[config.mk]
export PLATFORM = sky130hd
export DESIGN_NAME = logic_unit_pipe
export DESIGN_NICKNAME = d
export VERILOG_FILES = /design/src/rtl/logic_unit_pipe.sv
export SDC_FILE = /design/constraint.sdc
export NUM_CORES = 1
export LEC_CHECK = 0
export CAP_MARGIN = 20
export CELL_PAD_IN_SITES_DETAIL_PLACEMENT = 2
export CELL_PAD_IN_SITES_GLOBAL_PLACEMENT = 2
export CORE_MARGIN = 8
export CORE_UTILIZATION = 32
export DETAILED_ROUTE_END_ITERATION = 10
export PLACE_DENSITY = 0.83
export SETUP_SLACK_MARGIN = 0.2
export SYNTH_ARGS = -nofsm -noshare
export SYNTH_HDL_FRONTEND = slang
export SYNTH_SLANG_ARGS = --single-unit
[constraint.sdc]
create_clock -name clk -period 6.3 [get_ports clk]
set_input_delay 1.26 -clock clk [delete_from_list [all_inputs] [get_ports clk]]
set_output_delay 1.26 -clock clk [all_outputs]
set_load 0.01 [all_outputs]
[src/rtl/logic_unit_pipe.sv]
// Purpose  : WIDTH-bit registered gate unit (AND/OR/NAND/NOR/XOR/XNOR/NOT/PASS) with accumulator and reduction flags.
// Latency  : 1 cycle from input acceptance to out_y/out_valid.
// Backpress: in_ready = !out_valid || out_ready; a stalled output beat holds out_y and flags stable.
//
// Ports:
//   clk, rst_n                 clock, asynchronous active-low reset
//   in_valid/in_ready          input handshake; in_op, in_acc, in_a, in_b form the beat
//   acc_clr                    synchronous accumulator clear (wins over accumulate update)
//   out_valid/out_ready        output handshake
//   out_y, out_zero, out_ones, out_parity   registered result and its reduction flags
module logic_unit_pipe #(
    parameter int WIDTH = 4
) (
    input  logic             clk,
    input  logic             rst_n,
    input  logic             in_valid,
    output logic             in_ready,
    input  logic [2:0]       in_op,
    input  logic             in_acc,
    input  logic [WIDTH-1:0] in_a,
    input  logic [WIDTH-1:0] in_b,
    input  logic             acc_clr,
    output logic             out_valid,
    input  logic             out_ready,
    output logic [WIDTH-1:0] out_y,
    output logic             out_zero,
    output logic             out_ones,
    output logic             out_parity
);

    logic [WIDTH-1:0] acc;
    logic [WIDTH-1:0] op_a;
    logic [WIDTH-1:0] result;
    logic             accept;

    // Output register is free when empty or being drained this cycle.
    assign in_ready = !out_valid || out_ready;
    assign accept   = in_valid && in_ready;
    assign op_a     = in_acc ? acc : in_a;

    always_comb begin
        result = op_a;
        case (in_op)
            3'd0:    result = op_a & in_b;
            3'd1:    result = op_a | in_b;
            3'd2:    result = ~(op_a & in_b);
            3'd3:    result = ~(op_a | in_b);
            3'd4:    result = op_a ^ in_b;
            3'd5:    result = ~(op_a ^ in_b);
            3'd6:    result = ~op_a;
            default: result = op_a;
        endcase
    end

    // Output stage: load on accept, otherwise drop valid once consumed; data held.
    always_ff @(posedge clk or negedge rst_n) begin
        if (!rst_n) begin
            out_valid  <= 1'b0;
            out_y      <= '0;
            out_zero   <= 1'b1;
            out_ones   <= 1'b0;
            out_parity <= 1'b0;
        end else if (accept) begin
            out_valid  <= 1'b1;
            out_y      <= result;
            out_zero   <= ~|result;
            out_ones   <= &result;
            out_parity <= ^result;
        end else if (out_ready) begin
            out_valid  <= 1'b0;
        end
    end

    // Clear has priority; the same-cycle beat still used the old acc via op_a.
    always_ff @(posedge clk or negedge rst_n) begin
        if (!rst_n) begin
            acc <= '0;
        end else if (acc_clr) begin
            acc <= '0;
        end else if (accept && in_acc) begin
            acc <= result;
        end
    end

endmodule

==> results.yml, run 1 <==
yosys:
  avgSynthCellArea_um2: 9.11
  synth_edf_count: 0
  synth_ff_type: "dfrtp_1"
  syn_inst: 125
  async_flop_share: 1.00
  synth_area_leader_cell: "dfrtp_1"
  ys_top_cells_by_area: "dfrtp_1, ha_1, mux2i_1"
  synth_common_cells: "ha_1, nand2_1, dfrtp_1, inv_1, mux2i_1"
  ys_seq_area_frac: 0.265
  synth_cell_types: 47
  synth_top_area_share: 0.242
  ys_seq_elements: 12
  syn_nets: 154
  netlist_area_um2: 1140
  synth_warnings: 0
cts:
  h-tree-depth: 1
  cts_root_buffer: "clkbuf_4"
  post-cts-setup-buffers: 0
  clkLatencyLatePin_ns: 0.28
  hold_buffers: 0
  cts_buffer_depth: 2
  cts_buffers: 3
  cts.sinks: 12
  cts_resized: 0
  cts_tree: "done"
  clkTransAtPathRegs_ns: 0.08
routing:
  vias_per_cell: 5.40
  ant_nets: 0
  first_pass_iters: 4
  drcViolationCount: 0
  drt_iter0_markers: 31
  wl_um: 3520
  num_vias: 1037
  detail_route.wl_per_cell_um: 18.3
grt:
  grt_usage: 0.129
  grt_pass1_vias: 1158
  grt_max_degree: 22
  grt-ovfl-total: 0
  grt_pass1_wl_um: 5640
  antenna_found_initial: 0
timing:
  tightest_slew_ns: 0.755
  setup_total_negative_slack_ns: 0
  setup-violations-final: 0
  rsz0062_at_grt: "no"
  skew_ns: 0.0135
  fmax_mhz: 261
  slew_violations: 0
  slew-limit-headroom: 0.495
  period_minus_slack_ns: 3.84
  timing.final.crit_share: 0.609
  hold_viol: 0
die:
  initial_core_util: 0.336
  die_y_um: 75.7
  row_count: 21
  ioPinCount: 26
  core_area_um2: 3390
  die_width_um: 75.7
  die_area_um2: 5720
critical_path:
  cpMaxStageDelayCell: "clkdlybuf4s50_1"
  crit_path_max_incr_delay_ns: 0.68
  crit_path_cell_trace: "clkdlybuf4s50_1 > mux2i_1 > inv_1 > ha_1 > nor3_1 > a21oi_1 > a31oi_1 > o21a_1 > ha_1 > xnor2_1 > o21ai_0"
  cp_max_fo: 6
  cpMostUsedCell: "ha_1"
  startpoint_type: "input port"
  critPathRequiredTime_ns: 6.49
  arrival_ns: 4.03
  path_class: "input port to flop"
  cp-end-kind: "flop"
finish:
  final_cells: 192
  syn_to_final_growth_pct: 23.1
  antenna_cells_inserted: 0
  utilization: 0.413
  nFillCells: 380
  final_area_um2: 1400
  drive_above_1_share: 0.110
  nNetsFinal: 176
place:
  placed_cell_area_um2: 1380
  hpwlAfterDp_um: 2810
  globalplace.congestion: 0.799
  placedCellCount: 188
  io_buffers: 25
flow_run:
  drv_cap: 0
worst_hold_path:
  hold_class: "flop to flop"
pwr:
  leakagePower_uw: 0.000639
  ir_drop_uv: 86.0
  power.density_nw_per_um2: 184
outcome:
  status: "finished, final reports clean"
-- placed cells by master, fill, tap and decap left out, types with 4 or more instances in the layout --
cell and count:
dfrtp_1 11, mux2i_1 8, nor2_1 6, o21ai_0 7, ha_1 12, nand2_1 12, inv_1 11, a21oi_1 4
clkdlybuf4s50_1 25
-- path summary, 6_finish.rpt --
path | startpoint | endpoint | slack, ns | depth (start not counted)
worst max-delay path | in_acc | out_parity$_DFFE_PN0P_ | 2.46 | 11
worst min-delay path | out_zero$_DFFE_PN1P_ | out_zero$_DFFE_PN1P_ | 0.47 | 2
worst max register to register | acc[2]$_DFFE_PN0P_ | out_parity$_DFFE_PN0P_ | 3.82 | 10
worst min register to register | out_zero$_DFFE_PN1P_ | out_zero$_DFFE_PN1P_ | 0.47 | 2
max in group asynchronous | rst_n | out_zero$_DFFE_PN1P_ | 4.58 | 1
min in group asynchronous | rst_n | out_y[0]$_DFFE_PN0P_ | 1.33 | 1
-- state kept, by name, indices dropped and copies added, names as in the netlist --
signal      count
out_parity      1
acc             4
out_ones        1
out_valid       1
out_y           4
out_zero        1
-- stage by stage --
step	total power, uW	setup WS [ns]	hold WS (ns)
finish	257	2.46	0.475
global route	275	2.30	0.531
CTS	262	2.42	0.481
detailed placement	208	2.15	0.471
global placement	200	2.33	0.465
floorplan	159	3.12	0.483
-- report_power, final --
group,internal (uW),switching [uW]
sequential,88.6,7.00
clock,24.6,26.8
combinational,55.4,55.1
-- critical path, delay by kind of cell --
family / cells / cell delay, ns
fa+ha+maj: 2 / 0.45
mux: 1 / 0.35
compound gates: 4 / 0.82
xor+xnor: 1 / 0.13
simple gates: 1 / 0.19
buf+inv: 2 / 0.82
-- cells by family after synthesis --
family / after synthesis / synth area share
muxes: 10 / 0.0923
DFF: 12 / 0.265
AOI/OAI and AO/OA: 29 / 0.196
xor gates and xnor gates: 3 / 0.0231
and+or+nand+nor: 39 / 0.190
buffers and inverters: 20 / 0.102
adders and majority gates: 12 / 0.132
-- routing by layer --
layer | global-route usage | vias to the layer above | routed length, um
li1 | - | 484 | -
met1 | 0.130 | 525 | 1340
met2 | 0.255 | 22 | 1970
met3 | 0.0250 | 6 | 149
met4 | 0.0405 | 0 | 62
met5 | 0 | - | 0
-- area by class of cell --
| type | count | area (um2) | share of cell area |
|---|---|---|---|
| timing repair buffer | 25 | 250 | 0.179 |
| sequential | 12 | 302 | 0.215 |
| tap | 46 | 57.6 | 0.0411 |
| clock buffer | 4 | 26.3 | 0.0188 |
| inverter | 12 | 45.0 | 0.0321 |
| multi-input combinational | 93 | 721 | 0.514 |
Power figures use the tool's default switching activity.
==> run 2, diff against run 1 <==
Settings changed: CORE_UTILIZATION 32 to 30, PLACE_DENSITY 0.83 to 0.79.
Clock period 6.3 ns to 3.7 ns, I/O delays scaled along.
==> results.yml, run 2 (synthesis results as in run 1) <==
finish:
  most-common-layout-cells: "clkdlybuf4s50_1, nand2_1, ha_1"
  drive_above_1_share: 0.146
  largestRegisters: "acc x4, out_y x4"
  register_area_um2: 302
  syn_to_final_growth_pct: 29.1
  nFillCells: 415
  final_cells: 199
  layout_commonest_cell: "clkdlybuf4s50_1"
  nNetsFinal: 181
  multi_input_area_um2: 721
  antenna_cells_inserted: 0
cts:
  post-cts-setup-buffers: 0
  hold_buffers: 0
  cts.sinks: 12
  cts_root_buffer: "clkbuf_8"
  cts_resized: 0
  cts_tree: "done"
  clkTransAtPathRegs_ns: 0.06
  cts_buffers: 3
  clkLatencyLatePin_ns: 0.24
  cts_buffer_depth: 2
  h-tree-depth: 1
critical_path:
  cp-end-kind: "flop"
  startpoint_type: "input port"
  arrival_ns: 3.34
  cp_max_fo: 5
  critPathRequiredTime_ns: 3.80
  path_class: "input port to flop"
die:
  die_area_um2: 6020
  row_count: 22
  die_width_um: 77.6
  initial_core_util: 0.311
  ioPinCount: 26
  die_y_um: 77.6
  core_area_um2: 3660
routing:
  wl_um: 3490
  num_vias: 1002
  vias_per_cell: 5.04
  detail_route.wl_per_cell_um: 17.5
  first_pass_iters: 4
  drcViolationCount: 0
  ant_nets: 0
  drt_iter0_markers: 21
grt:
  grt_max_degree: 18
  antenna_found_initial: 0
  grt-ovfl-total: 0
  grt_pass1_wl_um: 5810
  grt_pass1_vias: 1165
  grt_usage: 0.119
timing:
  setup-violations-final: 0
  fmax_mhz: 309
  tightest_slew_ns: 0.601
  slew_violations: 0
  rsz0062_at_grt: "no"
  skew_ns: 0.00310
  hold_viol: 0
  setup_total_negative_slack_ns: 0
  timing.final.crit_share: 0.875
  period_minus_slack_ns: 3.24
  slew-limit-headroom: 0.598
place:
  io_buffers: 25
  hpwlAfterDp_um: 2760
  globalplace.congestion: 0.780
  placedCellCount: 195
flow_run:
  drv_cap: 0
pwr:
  leakagePower_uw: 0.000678
  power.density_nw_per_um2: 342
  ir_drop_uv: 277
outcome:
  status: "finished, final reports clean"
worst_hold_path:
  hold_class: "flop to flop"
run 2: changes by cell type in the layout (fill, tap and decap cells not counted):
cell      delta
clkbuf_8     +4
clkbuf_4     -3
clkbuf_1     -1
buf_4        +5
run 2: worst paths after layout:
check	startpoint	to	slack [ns]	cells past startpoint
worst max-delay path	in_acc	out_parity$_DFFE_PN0P_	0.46	11
worst min register to register	out_y[3]$_DFFE_PN0P_	out_y[3]$_DFFE_PN0P_	0.48	2
max in group asynchronous	rst_n	out_y[3]$_DFFE_PN0P_	2.44	1
min in group asynchronous	rst_n	out_ones$_DFFE_PN0P_	0.87	1
worst max register to register	acc[0]$_DFFE_PN0P_	out_parity$_DFFE_PN0P_	1.19	10
worst min-delay path	out_y[3]$_DFFE_PN0P_	out_y[3]$_DFFE_PN0P_	0.48	2
run 2: worst max-delay path, cell delays in order:
cell and delay (ns):
clkdlybuf4s50_1 0.50, buf_4 0.16, mux2i_2 0.27, ha_1 0.29, mux2i_1 0.13, a22oi_1 0.11, o221a_4 0.32, or2_1 0.24
ha_1 0.29, xnor2_1 0.17, o21ai_0 0.12
run 2: cell type report:
class                   count  area share
flip-flops and latches     12       0.205
multi-input cells          93       0.490
well taps                  48      0.0409
clock buffers               4      0.0374
repair buffers             30       0.196
inverters                  12      0.0306
run 2: stage by stage:
step	power [uW]	utilization	hold WS, ns	area, um2	setup slack, ns
global placement	346	0.387	0.464	1420	0.376
global route	531	0.402	0.515	1470	0.293
floorplan	271	-	0.444	1140	1.04
finish	502	0.402	0.482	1470	0.461
CTS	510	0.402	0.488	1470	0.438
detailed placement	359	0.387	0.476	1420	0.191
run 2: layer usage:
metal | vias up | track usage | routed length, um
li1 | 490 | - | -
met1 | 485 | 0.125 | 1450
met2 | 21 | 0.226 | 1840
met3 | 6 | 0.0311 | 145
met4 | 0 | 0.0302 | 57
met5 | - | 0 | 0
run 2: report_power, final:
part,switching [uW],internal (uW)
sequential,10.3,151
combinational,94.8,98.7
clock,53.1,94.2
==> run 3, diff against run 2 <==
Settings changed: CAP_MARGIN 20 to 10, SLEW_MARGIN set to 5.
==> results of run 3 <==
Final layout, timing and power as in run 2 (identical DEF).
